===== src/rtl/wb_rr_arbiter.sv =====
// wb_rr_arbiter: two-master Wishbone round-robin arbiter with a strobe timeout
module wb_rr_arbiter #(
    parameter int unsigned TIMEOUT = 255,
    parameter int unsigned DW      = 32
) (
    input  logic            clk,
    input  logic            rst_n,
    input  logic [31:0]     m0_adr_i,
    input  logic [DW-1:0]   m0_dat_i,
    output logic [DW-1:0]   m0_dat_o,
    input  logic [DW/8-1:0] m0_sel_i,
    input  logic            m0_we_i,
    input  logic            m0_cyc_i,
    input  logic            m0_stb_i,
    output logic            m0_ack_o,
    output logic            m0_err_o,
    input  logic [31:0]     m1_adr_i,
    input  logic [DW-1:0]   m1_dat_i,
    output logic [DW-1:0]   m1_dat_o,
    input  logic [DW/8-1:0] m1_sel_i,
    input  logic            m1_we_i,
    input  logic            m1_cyc_i,
    input  logic            m1_stb_i,
    output logic            m1_ack_o,
    output logic            m1_err_o,
    output logic [31:0]     s_adr_o,
    output logic [DW-1:0]   s_dat_o,
    output logic [DW/8-1:0] s_sel_o,
    output logic            s_we_o,
    output logic            s_cyc_o,
    output logic            s_stb_o,
    input  logic [DW-1:0]   s_dat_i,
    input  logic            s_ack_i,
    input  logic            s_err_i,
    output logic [1:0]      grant_o
);

    typedef enum logic [1:0] {IDLE = 2'b00, GNT0 = 2'b01, GNT1 = 2'b10} state_t;

    localparam logic [7:0] TO = 8'(TIMEOUT);

    state_t     state_q, state_d;
    logic       last_q, last_d;
    logic [7:0] cnt_q, cnt_d;
    logic       g0, g1, timeout_hit;

    assign g0          = state_q == GNT0;
    assign g1          = state_q == GNT1;
    assign grant_o     = state_q;
    assign timeout_hit = cnt_q == TO;

    assign s_adr_o  = g0 ? m0_adr_i : g1 ? m1_adr_i : '0;
    assign s_dat_o  = g0 ? m0_dat_i : g1 ? m1_dat_i : '0;
    assign s_sel_o  = g0 ? m0_sel_i : g1 ? m1_sel_i : '0;
    assign s_we_o   = g0 ? m0_we_i  : g1 & m1_we_i;
    assign s_cyc_o  = g0 ? m0_cyc_i : g1 & m1_cyc_i;
    assign s_stb_o  = (g0 ? m0_stb_i : g1 & m1_stb_i) & ~timeout_hit;
    assign m0_dat_o = s_dat_i;
    assign m1_dat_o = s_dat_i;

    // An ack coinciding with the timeout wins, so the error is masked by s_ack_i
    assign m0_ack_o = g0 & s_ack_i & m0_stb_i;
    assign m1_ack_o = g1 & s_ack_i & m1_stb_i;
    assign m0_err_o = g0 & ((s_err_i & m0_stb_i) | (timeout_hit & ~s_ack_i));
    assign m1_err_o = g1 & ((s_err_i & m1_stb_i) | (timeout_hit & ~s_ack_i));

    // Next grant: ties go to the master not served last; the owner keeps the bus until cyc drops
    always_comb begin
        state_d = IDLE;
        unique case (state_q)
            IDLE:    state_d = (m0_cyc_i & m1_cyc_i) ? (last_q ? GNT0 : GNT1) :
                               m0_cyc_i ? GNT0 : m1_cyc_i ? GNT1 : IDLE;
            GNT0:    state_d = m0_cyc_i ? GNT0 : m1_cyc_i ? GNT1 : IDLE;
            GNT1:    state_d = m1_cyc_i ? GNT1 : m0_cyc_i ? GNT0 : IDLE;
            default: state_d = IDLE;
        endcase
        last_d = state_d == GNT0 ? 1'b0 : state_d == GNT1 ? 1'b1 : last_q;
        cnt_d  = (state_q == IDLE || state_d != state_q || s_ack_i || s_err_i || !s_stb_o) ?
                 8'd0 : cnt_q + 8'd1;
    end

    // Grant state, last-served master and timeout counter; reset favours m0 on the first tie
    always_ff @(posedge clk) begin
        if (!rst_n) begin
            state_q <= IDLE;
            last_q  <= 1'b1;
            cnt_q   <= 8'd0;
        end else begin
            state_q <= state_d;
            last_q  <= last_d;
            cnt_q   <= cnt_d;
        end
    end

endmodule


===== config.mk =====
export PLATFORM = sky130hd
export DESIGN_NAME = wb_rr_arbiter
export DESIGN_NICKNAME = d
export VERILOG_FILES = /design/src/rtl/wb_rr_arbiter.sv
export SDC_FILE = /design/constraint.sdc
export NUM_CORES = 1
export LEC_CHECK = 0
export ABC_AREA = 1
export CORE_AREA = 3 3 124 126
export DETAILED_ROUTE_END_ITERATION = 6
export DIE_AREA = 0 0 127 129
export SYNTH_ARGS = -nofsm -noshare
export SYNTH_HDL_FRONTEND = slang
export SYNTH_SLANG_ARGS = --single-unit

===== constraint.sdc =====
create_clock -name clk -period 2 [get_ports clk]
set_input_delay 0.4 -clock clk [delete_from_list [all_inputs] [get_ports clk]]
set_output_delay 0.4 -clock clk [all_outputs]
set_load 0.005 [all_outputs]

Word-level counts from Yosys, hierarchy flattened
Index checks and enable logic that the tools add are counted.
{"block": "word_totals", "ff_bits": 11, "input_bits": 178, "elab_cells": 55, "out_inout_bits": 141}
{"block": "op_classes", "n_addsub": 1, "n_reduce_logical": 8, "n_bitwise": 19, "mux": 18, "eq_ne": 6}
{"operator": "$mux 32", "n": 4}
{"operator": "$and 1x1->1", "n": 14}
{"operator": "$mux 2", "n": 5}
{"operator": "$add 8x1->8 const B", "n": 1}
{"operator": "$eq 8x8->1 const B", "n": 1}
{"operator": "$mux 4", "n": 2}
{"operator": "$mux 1", "n": 6}
{"operator": "$pmux 2 s3", "n": 1}
{"operator": "$eq 2x1->1 const B", "n": 2}
{"operator": "$eq 2x2->1 const B", "n": 2}
{"operator": "$logic_or 1x1->1", "n": 4}
{"operator": "$not 1->1", "n": 3}
{"operator": "$logic_not 2->1", "n": 1}
{"operator": "$ne 2x2->1", "n": 1}
{"operator": "$or 1x1->1", "n": 2}
{"operator": "$reduce_bool 2->1", "n": 1}
{"operator": "$reduce_or 2->1", "n": 1}
{"operator": "$logic_not 1->1", "n": 1}

Logic depth before layout (Yosys ltp)
Gate-level depths: netlist of run 1.
{"block": "depth", "ltp_word": 10, "depth_mapped": 8, "mapped_depth_nobuf": 8}

Worst setup path after synthesis of run 1
OpenSTA, ideal clock, no wires.
{"block": "synth_timing", "kind": "input port to flip-flop", "from": "input m0_cyc_i", "to": "register last_q", "path_stages": 8, "n_path_buf": 0, "required_time_ps": 1877, "setup_ps": 123, "setup_slack_ps": 534, "arrival_time_ps": 1343, "path_cell_list": "inv_1 or2_2 o21ai_0 nor2_1 inv_1 ha_1 a21oi_1 o21ai_0"}
{"block": "synth_between", "elab_chain_cells": 5, "elab_cells_between_ends": 10, "classes_between": "2 x eq/ne; 6 x mux; 1 x bitwise; 1 x reduce/logical"}
{"item": "start, declared", "line": "13", "text": "input logic m0_cyc_i,"}
{"item": "$mux 1 (tied with other cells)", "line": "74", "text": "GNT1: state_d = m1_cyc_i ? GNT1 : m0_cyc_i ? GNT0 : IDLE;"}
{"item": "$mux 2 (on tied branches)", "line": "74, 71"}
{"item": "$pmux 2 s3 *", "line": "70", "text": "unique case (state_q)"}
{"item": "named net state_d[0]", "line": "42", "text": "state_t state_q, state_d;"}
{"item": "$eq 2x1->1 / $eq 2x2->1 (equally long branches)", "line": "77", "text": "last_d = state_d == GNT0 ? 1'b0 : state_d == GNT1 ? 1'b1 : last_q;"}
{"item": "$mux 1 / $reduce_bool 2->1 (equally long branches)"}
{"item": "end signal, assigned", "line": "90", "text": "last_q <= last_d;"}
{"item": "end, declared", "line": "43", "text": "logic last_q, last_d;"}
Mark *: on every way through the listed nets, which the timed path passes. The rest lies on a longest branch.
A chain may end at the register's enable or synchronous reset.

Worst setup path after layout of run 1
{"block": "layout_timing", "from": "register state_q[0] (netlist: grant_o[0])", "to": "output s_adr_o[14]"}
{"block": "layout_between", "elab_chain_cells": 3, "elab_cells_between_ends": 4, "classes_between": "2 x eq/ne; 2 x mux"}
{"item": "start, declared", "line": "42"}
{"item": "start signal, assigned", "line": "89", "text": "state_q <= state_d;"}
{"item": "$eq 2x2->1", "line": "48", "text": "assign g1 = state_q == GNT1;"}
{"item": "$mux 32", "line": "52", "text": "assign s_adr_o = g0 ? m0_adr_i : g1 ? m1_adr_i : '0;"}
{"item": "$mux 32 *", "line": "52"}
{"item": "end, declared", "line": "26", "text": "output logic [31:0] s_adr_o,"}
Mark *: on every way between the ends. The rest lies on a longest branch, timed or not.

==> flow_summary.yaml, run 1 <==
outcome:
  status: "complete, but fails checks"
  violations: "negative setup slack"
grt:
  antenna_found_initial: 0
  first_global_vias: 2477
  grt-ovfl-total: 0
  grt_pass1_wl_um: 13900
  grt.total_usage: 0.108
  grt_max_degree: 32
worst_setup_path:
  critPathMaxFanout: 15
  r2r_cells: 10
  r2r_slack_ns: 0.42
  reg2reg_from: "grant_o[0]"
  rr_endpoint: "last_q"
  path_class: "register to primary output"
  cp.arrival_ns: 1.63
  critPathLaunchType: "register"
  crit_required_ns: 1.60
  end_kind: "primary output"
route:
  post_drt_wl_per_cell_um: 17.6
  wl_um: 10800
  viasPerCell: 4.05
  drtAntennaViolNets: 0
  drtIter0Drc: 81
  drcViolationCount: 0
  via_count: 2484
  first_pass_iters: 5
cells_and_area:
  drive_gt1_frac: 0.167
  final_cells: 614
  antennaDiodeCount: 0
  area_delta_synth_final_pct: 145
  final_common_cell: "clkdlybuf4s50_1"
  final_nets: 611
  final_cell_mix: "146 x clkdlybuf4s50_1, 69 x a22o_1, 31 x dlymetal6s2s_1"
  design_area_mm2: 0.00430
clocking:
  root_buffer: "clkbuf_16"
  clock_sinks: 11
  cts_buffers: 3
  clock_path_buffers: 2
  clk_latency_ns: 0.24
  clkTransAtPathRegs_ns: 0.04
  cts_tree: "built"
  cts_hold_buffers: 0
  htree_levels: 1
yosys:
  synthTopCellsByArea: "a22o_1 35%, buf_4 27%, dfxtp_1 13%"
  netlist_instances: 240
  avgSynthCellArea_um2: 7.30
  synth-main-ff-cell: "dfxtp_1"
  synth.distinct_cells: 17
  synth-seq-cells: 11
  ys_async_sr_fraction: 0
  synth_edf_count: 0
  netlist_area_mm2: 0.00175
  seq_area_frac_synth: 0.126
  synth_top_area_share: 0.345
  yosys.area.top_type: "a22o_1"
  ys_warn_count: 0
  syn-num-nets: 420
power:
  clkPwrFrac: 0.185
  total_power_mw: 1.97
  switching_share: 0.303
  p_seq_frac: 0.125
  vdd_drop_max_v: 0.000294
  p_per_area_mw_per_mm2: 457
  p_int_mw: 1.37
  p_sw_mw: 0.595
  comb_power_share: 0.690
  leakagePower_nw: 2.26
timing:
  setup_viol: 3
  slew_headroom: 0.816
  fmax_ghz: 0.494
  fin_worst_skew_ns: 0.000649
  tightest_slew_ns: 0.275
  maxSlewViolCount: 0
  finalWorstSetupSlack_ns: -0.0259
  holdWs_ns: 0.473
  rsz0062_at_grt: "yes"
  period_minus_slack_ns: 2.03
  hold_violations: 0
  fin_crit_sh: 1.01
min_path:
  hold_path_class: "register to register"
  hold_end: "last_q"
  whs_path_depth: 2
  holdCritStartpoint: "last_q"
placed_design:
  postPlaceCellArea_mm2: 0.00388
  gp_congestion: 0.769
  port-buffer-count: 222
  placedCellCount: 590
  detailed_place_hpwl_um: 7850
run:
  drv_cap: 0
floorplanning:
  ioPinCount: 319
  die_w_um: 127
  initial_core_util: 0.121
  die_h_um: 129
  dieArea_mm2: 0.0164
  core_area_mm2: 0.0144
  rows: 44
[repair_timing]
item,CTS,global route
gates resized for setup,62,87
setup buffers,4,11
endpoints found under the setup margin,74,36
cloned,3,3
pin swaps,4,2
[critical path: stages, from the launching register on]
cell           delay, ns
dfxtp_2             0.33
inv_4               0.08
nor2_4              0.05
buf_4               0.14
buf_6               0.12
clkbuf_16           0.17
a22o_1              0.24
dlygate4sd2_1       0.27
[worst max-delay path by stage]
| stage | startpoint | endpoint | slack [ns] | cells after the start |
|---|---|---|---|---|
| finish | grant_o[0] | s_adr_o[14] | -0.03 | 7 |
| global route | grant_o[0] | s_dat_o[7] | -0.08 | 7 |
| CTS | grant_o[0] | s_adr_o[18] | -0.17 | 6 |
| detailed placement | m1_stb_i | m1_err_o | -0.12 | 4 |
| global placement | m1_stb_i | s_stb_o | -0.06 | 6 |
| floorplan | m0_cyc_i | last_q | 0.53 | 8 |
[final cells by class]
type	instances	area (µm²)
fillers	1490	10100
repair buffers	265	2740
multi-input cells	133	950
well taps	184	230
flip-flops and latches	11	226
clock buffers	4	78.8
inverters	17	73.8
[through the flow]
stage          worst slack (ns)  utilization  setup TNS, ns
6_report                -0.0259        0.298        -0.0669
5_1_grt                 -0.0835        0.298         -0.408
4_1_cts                  -0.165        0.282          -3.86
3_5_place_dp             -0.117        0.269         -0.448
3_3_place_gp            -0.0604        0.269         -0.220
2_1_floorplan             0.534            -              0
[power groups by stage]
stage | sequential, mW | combinational [mW] | clock (mW)
global placement | 0.244 | 1.24 | 0
finish | 0.246 | 1.36 | 0.364
CTS | 0.244 | 1.29 | 0.375
detailed placement | 0.245 | 1.25 | 0
floorplan | 0.247 | 0.479 | 0
global route | 0.248 | 1.45 | 0.380
[sequential cells by signal, indices dropped and copies added (netlist names)]
signal and cells:
cnt_q 8, grant_o 2, last_q 1
[cell families after synthesis]
family | count (synthesis) | share of synthesized area
DFF | 11 | 0.126
AOI/OAI and AO/OA | 75 | 0.362
xor gates and xnor gates | 4 | 0.0200
buffers and inverters | 96 | 0.354
and+or+nand+nor | 52 | 0.124
adders and majority gates | 2 | 0.0143
[synthesized netlist by cell type, types with 2 or more instances]
master,count
a22o_1,69
buf_4,64
nand2_1,19
nor2_1,18
inv_1,16
buf_2,15
nand3_1,12
dfxtp_1,11
o21ai_0,4
a21oi_1,2
ha_1,2
xnor2_1,2
xor2_1,2
[metal layers]
metal | GRT usage | part of all wire | vias to the layer above | wire length, µm
met5 | 0 | 0 | - | 0
met4 | 0.0183 | 0.014 | 0 | 147
met3 | 0.0494 | 0.12 | 14 | 1350
met2 | 0.187 | 0.48 | 189 | 5150
met1 | 0.126 | 0.39 | 1111 | 4180
li1 | - | - | 1170 | -
No activity file was read; power rests on OpenSTA's default activity.
==> inputs of run 2 (changes only) <==
- PLACE_DENSITY: unset -> 0.62
==> run 2 against run 1 <==
The run now ends clean. Count of clock-buffer cells in the layout stayed put. Register-to-register slack worse by 0.10 ns. Routed wire length is 3.0% higher. Via count fell by 1.0%. Sequential share of layout area is 0.14 points higher. Critical path depth is the same. Non-clock buffer count did not move.
==> flow_summary.yaml, run 2 (synthesis results as in run 1) <==
outcome:
  status: "completed"
worst_setup_path:
  slowest_delay_ns: 0.33
  reg2reg_from: "grant_o[1]"
  path_class: "register to primary output"
  cp.arrival_ns: 1.54
  r2r_slack_ns: 0.32
  critPathMaxFanout: 14
  crit_chain: "inv_4, nor2_4, buf_12, buf_4, buf_6, a22o_1, dlygate4sd2_1"
  critPathLaunchType: "register"
  cpMaxStageDelayCell: "dfxtp_2"
  crit_required_ns: 1.60
  rr_endpoint: "last_q"
  end_kind: "primary output"
  r2r_cells: 9
placed_design:
  postPlaceCellArea_mm2: 0.00388
  placedCellCount: 590
  detailed_place_hpwl_um: 8650
  port-buffer-count: 222
  gp_congestion: 0.783
power:
  leakagePower_nw: 2.03
  p_int_mw: 1.30
  p_seq_frac: 0.130
  p_per_area_mw_per_mm2: 455
  vdd_drop_max_v: 0.000398
  switching_share: 0.312
  clkPwrFrac: 0.191
  comb_power_share: 0.679
  p_sw_mw: 0.592
route:
  viasPerCell: 4.00
  wl_um: 11100
  via_count: 2458
  post_drt_wl_per_cell_um: 18.2
  drtAntennaViolNets: 0
  drcViolationCount: 0
  drtIter0Drc: 75
  first_pass_iters: 4
min_path:
  hold_end: "last_q"
  whs_path_depth: 2
  holdCritStartpoint: "last_q"
  hold_path_class: "register to register"
cells_and_area:
  final_util: 0.288
  seq_area_um2: 225
  final_cells: 614
  top_register: "cnt_q"
  final_common_cell: "clkdlybuf4s50_1"
  design_area_mm2: 0.00416
  final_cell_mix: "146 x clkdlybuf4s50_1, 69 x a22o_1, 62 x dlygate4sd2_1"
  multi_input_area_um2: 955
  area_delta_synth_final_pct: 138
  antennaDiodeCount: 0
  final_nets: 611
  drive_gt1_frac: 0.153
  nFillCells: 1543
  largest_register_ffs: 8
timing:
  fmax_ghz: 0.514
  tightest_slew_ns: 0.274
  maxSlewViolCount: 0
  tns_ns: 0
  fin_crit_sh: 0.972
  holdWs_ns: 0.491
  slew_headroom: 0.817
  fin_worst_skew_ns: 0.00114
  hold_violations: 0
  period_minus_slack_ns: 1.94
  rsz0062_at_grt: "yes"
  setup_viol: 0
clocking:
  clock_path_buffers: 2
  cts_tree: "built"
  cts_buffers: 3
  clkTransAtPathRegs_ns: 0.04
  htree_levels: 1
  clock_sinks: 11
  root_buffer: "clkbuf_16"
  clk_latency_ns: 0.24
grt:
  grt.total_usage: 0.115
  grt_pass1_wl_um: 14600
  first_global_vias: 2445
  grt_max_degree: 36
  antenna_found_initial: 0
  grt-ovfl-total: 0
run:
  drv_cap: 0
floorplanning:
  dieArea_mm2: 0.0164
  rows: 44
  die_w_um: 127
  initial_core_util: 0.121
  core_area_mm2: 0.0144
  die_h_um: 129
  ioPinCount: 319
-- run 2: cell types whose count changed in the layout (fill, tap and decap cells not counted), sizes merged --
cell / previous run / this run
clkdlybuf4s15: 20 / 2
buf: 41 / 43
clkbuf: 18 / 9
dlymetal6s2s: 31 / 7
dlygate4sd2: 13 / 62
-- run 2: how the worst max path moves through the flow --
stage,from,endpoint,depth (start not counted)
6_report,grant_o[0],s_adr_o[22],7
5_1_grt,grant_o[0],s_adr_o[14],6
4_1_cts,grant_o[0],s_dat_o[11],5
3_5_place_dp,m1_stb_i,m1_err_o,4
3_3_place_gp,m1_stb_i,m1_err_o,4
2_1_floorplan,m0_cyc_i,last_q,8
-- run 2: layout make-up --
class                           instances  area share
Clock buffer                            4      0.0189
Inverter                               17      0.0177
Multi-Input combinational cell        133       0.229
Sequential cell                        11      0.0541
Tap cell                              184      0.0553
Timing Repair Buffer                  265       0.624
-- run 2: repair_timing --
action | 4_1_cts | 5_1_grt
hold buffers | 0 | 0
pin swaps | 5 | 3
gates cloned | 2 | 2
endpoints found under the hold margin | 0 | 0
buffers inserted | 3 | 14
endpoints found under the setup margin | 75 | 12
resized for setup | 93 | 20
-- run 2: critical path, delay by kind of cell, from the launching register on --
family          cells  cell delay (ns)
compound gates      1             0.20
buf+inv             5             0.73
flops               1             0.33
simple gates        1             0.05
-- run 2: routing by layer --
layer / up-vias / share of wire / track usage
met5: - / 0 / 0
met4: 0 / 0.011 / 0.0215
met3: 9 / 0.12 / 0.0552
met2: 171 / 0.45 / 0.180
met1: 1108 / 0.41 / 0.145
li1: 1170 / - / -
-- run 2: metrics by stage --
stage | setup slack, ns | total power, mW
2_1_floorplan | 0.534 | 0.726
3_3_place_gp | -0.201 | 1.50
3_5_place_dp | -0.235 | 1.51
4_1_cts | -0.119 | 1.84
5_1_grt | -0.00221 | 2.01
6_report | 0.0555 | 1.89
-- run 2: power groups by stage --
| stage | registers, mW | clock network [mW] | logic, mW |
|---|---|---|---|
| 6_report | 0.246 | 0.361 | 1.29 |
| 5_1_grt | 0.246 | 0.383 | 1.38 |
| 4_1_cts | 0.246 | 0.372 | 1.23 |
| 3_5_place_dp | 0.245 | 0 | 1.26 |
| 3_3_place_gp | 0.244 | 0 | 1.26 |
| 2_1_floorplan | 0.247 | 0 | 0.479 |
